--- src/rtl/serial_readout_shifter.sv ---
// Serial readout stage: fetches one bank of {ts, ch} records and shifts them out
// MSB-first on rising edges of an oversampled external readout clock.
`timescale 1ns/1ps
module serial_readout_shifter #(
  parameter int TS_W   = 16,
  parameter int CH_W   = 7,
  parameter int DEPTH  = 8,
  parameter int ADDR_W = 3
) (
  input  logic                   clk,
  input  logic                   rst_n,
  input  logic                   readout_clk_pin,
  input  logic                   bank_ready,
  output logic [ADDR_W-1:0]      rd_addr,
  input  logic [TS_W+CH_W-1:0]   rd_data,
  output logic                   serial_out,
  output logic                   serial_readout,
  output logic                   sending_data,
  output logic                   sending_pending,
  output logic                   bank_released,
  output logic                   overrun
);

  localparam int W     = TS_W + CH_W;
  localparam int CNT_W = $clog2(W);

  typedef enum logic [2:0] {
    S_IDLE, S_FETCH, S_LOAD, S_WAIT, S_SHIFT, S_STOP, S_DONE
  } state_t;

  state_t             state_reg, state_next;
  logic [2:0]         sync_reg;
  logic               tick_reg;
  logic [ADDR_W-1:0]  addr_reg, addr_next;
  logic [W-1:0]       shift_reg, shift_next;
  logic [CNT_W-1:0]   cnt_reg, cnt_next;
  logic               out_reg, out_next;
  logic               data_reg, data_next;
  logic               frame_reg, frame_next;
  logic               pending_reg, pending_next;
  logic               overrun_reg, overrun_next;

  // sync_reg[1:0] is the 2-FF synchroniser, sync_reg[2] the edge register;
  // the tick is registered so the FSM acts 3 clk after the pin is first sampled high.
  always_ff @(posedge clk) begin
    if (!rst_n) begin
      sync_reg <= '0;
      tick_reg <= 1'b0;
    end else begin
      sync_reg <= {sync_reg[1:0], readout_clk_pin};
      tick_reg <= sync_reg[1] & ~sync_reg[2];
    end
  end

  always_ff @(posedge clk) begin
    if (!rst_n) begin
      state_reg   <= S_IDLE;
      addr_reg    <= '0;
      shift_reg   <= '0;
      cnt_reg     <= '0;
      out_reg     <= 1'b0;
      data_reg    <= 1'b0;
      frame_reg   <= 1'b0;
      pending_reg <= 1'b0;
      overrun_reg <= 1'b0;
    end else begin
      state_reg   <= state_next;
      addr_reg    <= addr_next;
      shift_reg   <= shift_next;
      cnt_reg     <= cnt_next;
      out_reg     <= out_next;
      data_reg    <= data_next;
      frame_reg   <= frame_next;
      pending_reg <= pending_next;
      overrun_reg <= overrun_next;
    end
  end

  always_comb begin
    state_next   = state_reg;
    addr_next    = addr_reg;
    shift_next   = shift_reg;
    cnt_next     = cnt_reg;
    out_next     = out_reg;
    data_next    = data_reg;
    frame_next   = frame_reg;
    pending_next = pending_reg;
    overrun_next = overrun_reg;

    // Only one request can queue behind the running frame.
    if (bank_ready && (state_reg != S_IDLE)) begin
      if (pending_reg) overrun_next = 1'b1;
      else             pending_next = 1'b1;
    end

    case (state_reg)
      S_IDLE: begin
        if (bank_ready) begin
          addr_next  = '0;
          state_next = S_FETCH;
        end
      end
      S_FETCH: state_next = S_LOAD;
      S_LOAD: begin
        shift_next = rd_data;
        state_next = S_WAIT;
      end
      S_WAIT: begin
        if (tick_reg) begin
          out_next   = 1'b1;
          data_next  = 1'b0;
          frame_next = 1'b1;
          cnt_next   = '0;
          state_next = S_SHIFT;
        end
      end
      S_SHIFT: begin
        if (tick_reg) begin
          out_next   = shift_reg[W-1];
          shift_next = {shift_reg[W-2:0], 1'b0};
          data_next  = 1'b1;
          cnt_next   = cnt_reg + CNT_W'(1);
          if (cnt_reg == CNT_W'(W-1)) begin
            if (addr_reg < ADDR_W'(DEPTH-1)) begin
              addr_next  = addr_reg + ADDR_W'(1);
              state_next = S_FETCH;
            end else begin
              state_next = S_STOP;
            end
          end
        end
      end
      S_STOP: begin
        if (tick_reg) begin
          out_next   = 1'b0;
          data_next  = 1'b0;
          frame_next = 1'b0;
          state_next = S_DONE;
        end
      end
      S_DONE: begin
        addr_next = '0;
        // A bank_ready arriving in this very cycle counts as the pending request.
        if (pending_reg || bank_ready) begin
          pending_next = 1'b0;
          state_next   = S_FETCH;
        end else begin
          state_next = S_IDLE;
        end
      end
      default: state_next = S_IDLE;
    endcase
  end

  assign rd_addr         = addr_reg;
  assign serial_out      = out_reg;
  assign serial_readout  = frame_reg;
  assign sending_data    = data_reg;
  assign sending_pending = pending_reg;
  assign bank_released   = (state_reg == S_DONE);
  assign overrun         = overrun_reg;

endmodule

--- config.mk ---
export PLATFORM = sky130hd
export DESIGN_NAME = serial_readout_shifter
export DESIGN_NICKNAME = d
export VERILOG_FILES = /design/src/rtl/serial_readout_shifter.sv
export SDC_FILE = /design/constraint.sdc
export NUM_CORES = 1
export LEC_CHECK = 0
export ABC_AREA = 1
export BUFFER_PORTS_ARGS = -buffer_cell sky130_fd_sc_hd__buf_2
export CAP_MARGIN = 15
export CORE_UTILIZATION = 40
export DETAILED_ROUTE_END_ITERATION = 10
export GPL_TIMING_DRIVEN = 0
export HOLD_SLACK_MARGIN = 0.12
export PLACE_DENSITY_LB_ADDON = 0.1
export SLEW_MARGIN = 10
export SYNTH_ARGS = -nofsm -noshare
export SYNTH_HDL_FRONTEND = slang
export SYNTH_SLANG_ARGS = --single-unit
--- constraint.sdc ---
create_clock -name clk -period 1.98 [get_ports clk]
set_input_delay 0.396 -clock clk [delete_from_list [all_inputs] [get_ports clk]]
set_output_delay 0.396 -clock clk [all_outputs]
set_load 0.01 [all_outputs]
==> summary.md, run 1 <==
| Metric | Value |
|---|---|
| Status | finished, final reports clean |
| Tot Pwr | 0.00289 W |
| Final hold vios | 0 |
| H-tree depth | 2 |
| Avg Cell Area, Syn | 7.45 um^2 |
| Max IR drop VDD | 555 uV |
| DR WL met2 | 1.93 mm |
| Rows | 25 |
| # DRC | 0 |
| Io pins | 36 |
| Clk buf depth | 2 |
| Area occupied by multi-input gates | 1010 um^2 |
| Die height | 73.3 um |
| Req. time, crit path | 1.58 ns |
| Synth warnings | 0 |
| Max_slew headroom | 0.689 |
| Yosys reg bits | 43 |
| Final clock skew | 0.00357 ns |
| Placed cell count | 374 |
| Worst Setup Start Kind | register |
| Minimum clock period | 1.67 ns |
| Max-slew violations | 0 |
| Synth area leaders | dfxtp_1 (42%), nand2_1 (16%), o211a_1 (9.8%) |
| Critical path arrival | 1.27 ns |
| Drt wl/cell | 11.2 um |
| Pin slew with the least headroom to its limit | 0.466 ns |
| Share of layout cells above drive strength 1 | 0.185 |
| Crit Path Category | reg2out |
| DR pass1 iterations | 4 |
| Cts bufs inserted | 5 |
| Via-to-Cell Ratio | 4.79 |
| # nets final | 344 |
| Synth cell types | 27 |
| Post-CTS Setup Inserts | 0 |
| Die area | 5370 um^2 |
| Kind of end point of the critical path | output port |
| Grt ovf | 0 |
| Fill cell count | 518 |
| Placer Congestion | 0.756 |
| Initial Util | 0.422 |
| PwrDens | 1220 nW/um^2 |
| Cell taking the most area after synthesis | dfxtp_1 |
| Clk slew on worst S/H paths | 0.07 ns |
| Final ANT Viol Nets | 0 |
| Layout Area Growth over Synthesis | 16.1% |
| Worst Hold Class | in2reg |
| Syn Inst Count | 273 |
| M1 WL | 2.13 mm |
| Mapped cell area | 2030 um^2 |
| Top Layer Used | met4 |
| CTS resizes | 0 |
| Final setup violation count | 0 |
| Final Cycle Share | 0.842 |
| RSZ-0062 raised after global routing | no |
| DR iter-0 viols | 100 |
| Root buf cell | clkbuf_8 |
| Synth Net Count | 303 |
| CP max FO | 7 |
| Die width | 73.3 um |
| Antenna Cells | 0 |
| Register Area | 861 um^2 |
| PortBufs | 34 |
| Max-cap viol count | 0 |
| Pre-CTS setup slack | 0.487 ns |
| Synth top area share | 0.423 |
| Max FFs per register | 23 |
| Routed vias | 1821 |
| CTS sink cnt | 43 |
| Setup TNS | 0 ns |
| Most common cell after layout, fill and taps aside | nand2_1 |
| CTS tree | built |
| Gr usage total | 0.175 |
| Routed wl met3 | 150 um |
| Insertion delay to the later sink of the worst-skew pair | 0.29 ns |
| Utilization of the core after routing | 0.490 |
| Detailed placement HPWL | 3.01 mm |
| Pin count of the biggest net entering global routing | 12 |
| Hold Buf Count CTS | 0 |
| Final worst slack | 0.313 ns |
| Vias in the first global route | 1657 |
| Non-filler instance count after layout | 380 |
| Core area | 4820 um^2 |
| Post-Route WL | 4.25 mm |
| Max frequency | 600 MHz |
| Initial antenna violation count | 0 |
| Register area share after synthesis | 0.423 |
| Most frequent cells in the layout | nand2_1 (84), dfxtp_1 (43), buf_2 (38), nand3_1 (30), nor2_1 (21) |
| LEAKAGE | 1.20 nW |
| First-pass GRT wire length | 7.18 mm |
final timing paths:
| check | startpoint | to | slack [ns] | cells after the start |
|---|---|---|---|---|
| worst min register to register | sync_reg[2] | tick_reg | 0.39 | 1 |
| worst max-delay path | state_reg[2] | bank_released | 0.31 | 3 |
| worst min-delay path | readout_clk_pin | sync_reg[0] | 0.30 | 3 |
| worst max register to register | state_reg[1] | shift_reg[13] | 0.47 | 8 |
synth_stat cells:
cell and instances:
a21oi_1 12, a31oi_1 1, buf_2 4, buf_4 3, buf_6 2, clkbuf_1 4
clkinv_1 1, dfxtp_1 43, ha_1 3, inv_1 19, inv_2 1, nand2_1 84
nand2_2 3, nand2_4 1, nand3_1 30, nand3b_1 1, nand4_1 1, nor2_1 21
nor2_4 1, nor3_1 2, o211a_1 20, o211ai_1 1, o21ai_0 8, o21ai_2 1
o21bai_1 1, or2_2 3, xor2_1 2
layer usage:
| metal | track usage | vias up |
|---|---|---|
| met1 | 0.220 | 808 |
| met2 | 0.289 | 32 |
| met5 | 0 | - |
| li1 | - | 976 |
| met4 | 0.0513 | 0 |
| met3 | 0.0549 | 5 |
cell type report:
cell class	count	share of cell area
timing repair buffer	34	0.0721
buffer	13	0.0339
inverter	21	0.0334
tap	67	0.0355
clock buffer	6	0.0308
multi-input combinational	196	0.429
sequential	43	0.365
cells by family after synthesis:
logic type,count (synthesis),share of synthesized area
simple gates,147,0.309
compound gates,44,0.162
flops,43,0.423
buf+inv,34,0.0781
fa+ha+maj,3,0.0185
xor+xnor,2,0.00862
where the power goes:
part	leakage (nW)	total [W]	switching, W	internal (W)
Sequential	0.351	0.00122	0.000136	0.00108
Clock	0.0371	0.000509	0.000274	0.000235
Combinational	0.812	0.00116	0.000692	0.000466
Total	1.20	0.00289	0.00110	0.00178
through the flow:
stage          cell area (um^2)  hold slack, ns
3_5_place_dp               2290           0.377
3_3_place_gp               2290           0.373
5_1_grt                    2360           0.293
6_report                   2360           0.297
2_1_floorplan              2030           0.368
4_1_cts                    2360           0.291
worst max-delay path: stages, from the launching register on:
cell	delay [ns]
dfxtp_1	0.44
inv_1	0.16
nor3_1	0.21
buf_2	0.17
(Power assumes the default switching activity.)
==> inputs of run 2 (changes only) <==
==> constraint.sdc (replaced) <==
create_clock -name clk -period 1.6 [get_ports clk]
set_input_delay 0.32 -clock clk [delete_from_list [all_inputs] [get_ports clk]]
set_output_delay 0.32 -clock clk [all_outputs]
set_load 0.01 [all_outputs]
==> run 2 against run 1 <==
Effect of this change: register-to-register slack worse by 0.34 ns; worst setup slack lost 0.19 ns; first-iteration DRC count shrank 51%; highest routed layer unchanged; combinational power up 25%; flip-flop and latch count unchanged; clock power is 25% higher; sequential power is 24% higher.
==> summary.md, run 2 (synthesis gave the netlist of run 1 again) <==
| Metric | Value |
|---|---|
| Kind of end point of the critical path | register |
| Insertion delay to the later sink of the worst-skew pair | 0.29 ns |
| Combinational Power Share | 0.403 |
| Drt wl/cell | 11.2 um |
| Die width | 73.3 um |
| CP max stage cell | dfxtp_2 |
| Post-CTS Setup Inserts | 0 |
| Max frequency | 679 MHz |
| Sw power | 0.00138 W |
| Worst Setup Start Kind | register |
| Switching share of power | 0.384 |
| Share of layout cells above drive strength 1 | 0.198 |
| Most common cell after layout, fill and taps aside | nand2_1 |
| CTS sink cnt | 43 |
| Max FFs per register | 23 |
| Core area | 4820 um^2 |
| Antenna Cells | 0 |
| Root buf cell | clkbuf_8 |
| PortBufs | 34 |
| Max IR drop VDD | 688 uV |
| CP dominant cell by count | nand2_2 |
| Max_slew headroom | 0.688 |
| Initial antenna violation count | 0 |
| First-pass GRT wire length | 7.21 mm |
| Cts bufs inserted | 5 |
| Tot Pwr | 0.00360 W |
| Crit Path Category | reg2reg |
| Utilization of the core after routing | 0.492 |
| Final setup violation count | 0 |
| Detailed placement HPWL | 3.01 mm |
| LEAKAGE | 1.20 nW |
| Die height | 73.3 um |
| Worst Hold Class | in2reg |
| # DRC | 0 |
| PwrDens | 1520 nW/um^2 |
| Pin slew with the least headroom to its limit | 0.467 ns |
| CTS resizes | 1 |
| Critical path arrival | 1.66 ns |
| Post-Route WL | 4.27 mm |
| Routed vias | 1816 |
| Placer Congestion | 0.756 |
| Post-DP Area | 2290 um^2 |
| Internal cell power | 0.00222 W |
| Final clock skew | 0.00335 ns |
| Most frequent cells in the layout | nand2_1 (84), dfxtp_1 (41), buf_2 (38), nand3_1 (30) |
| Fin Hold WS | 0.220 ns |
| Gr usage total | 0.176 |
| DR pass1 iterations | 4 |
| Setup TNS | 0 ns |
| Clk slew on worst S/H paths | 0.07 ns |
| R2R cell count | 8 |
| Grt ovf | 0 |
| Req. time, crit path | 1.79 ns |
| Die area | 5370 um^2 |
| Crit path largest cell delay | 0.36 ns |
| Vias in the first global route | 1667 |
| Worst hold path depth | 3 |
| Via-to-Cell Ratio | 4.78 |
| DR iter-0 viols | 49 |
| CTS tree | built |
| Final instance area | 2370 um^2 |
| Io pins | 36 |
| CP max FO | 10 |
| Power share of the sequential group | 0.421 |
| Status | finished, final reports clean |
| Max-cap viol count | 0 |
| Max-slew violations | 0 |
| Initial Util | 0.422 |
| Clock power frac | 0.176 |
| RSZ-0062 raised after global routing | no |
| Final hold vios | 0 |
| Final Cycle Share | 0.921 |
| Fill cell count | 527 |
| # nets final | 344 |
| Minimum clock period | 1.47 ns |
| H-tree depth | 2 |
| Hold Buf Count CTS | 0 |
| Layout Area Growth over Synthesis | 16.6% |
| Pin count of the biggest net entering global routing | 12 |
| CP Cell Sequence | inv_2, nand2_2, nor2_4, nand2_2, nand2_4, buf_4, nand3_1, o211a_1 |
| Final ANT Viol Nets | 0 |
| Rows | 25 |
| Clk buf depth | 2 |
-- run 2: per-layer routing --
metal / wire [um] / GRT usage
met5: 0 / 0
met3: 167 / 0.0549
met4: 35 / 0.0513
met1: 2130 / 0.221
met2: 1940 / 0.290
-- run 2: critical path: cells and delay by family, from the launching register on --
family / cells / cell delay, ns
AOI/OAI and AO/OA: 1 / 0.11
buffers and inverters: 2 / 0.28
DFF: 1 / 0.36
and+or+nand+nor: 5 / 0.61
-- run 2: path summary, 6_finish.rpt --
path	start	endpoint	slack, ns
setup / recovery	state_reg[1]	shift_reg[13]	0.13
hold / removal	readout_clk_pin	sync_reg[0]	0.22
setup reg to reg	state_reg[1]	shift_reg[13]	0.13
hold reg to reg	sync_reg[2]	tick_reg	0.38
-- run 2: stage by stage --
| step | std cells | setup slack (ns) |
|---|---|---|
| 6_report | 380 | 0.126 |
| 5_1_grt | 380 | 0.00215 |
| 4_1_cts | 380 | 0.0285 |
| 3_5_place_dp | 374 | 0.107 |
| 3_3_place_gp | 374 | 0.119 |
| 2_1_floorplan | 273 | 0.324 |
-- run 2: power by group through the flow --
stage                     registers [W]  logic, W  clock network, W
final                           0.00151   0.00145          0.000634
after global routing            0.00155   0.00166          0.000704
after CTS                       0.00151   0.00145          0.000667
after detailed placement        0.00153   0.00144                 0
after global placement          0.00153   0.00143                 0
after floorplan                 0.00152   0.00111                 0
-- run 2: final cells by class --
type	count	area, um^2	area share
multi-input combinational	196	1020	0.431
tap	67	83.8	0.0354
inverter	21	78.8	0.0333
buffer	13	80.1	0.0338
sequential	43	863	0.364
clock buffer	6	72.6	0.0306
timing repair buffer	34	170	0.0718
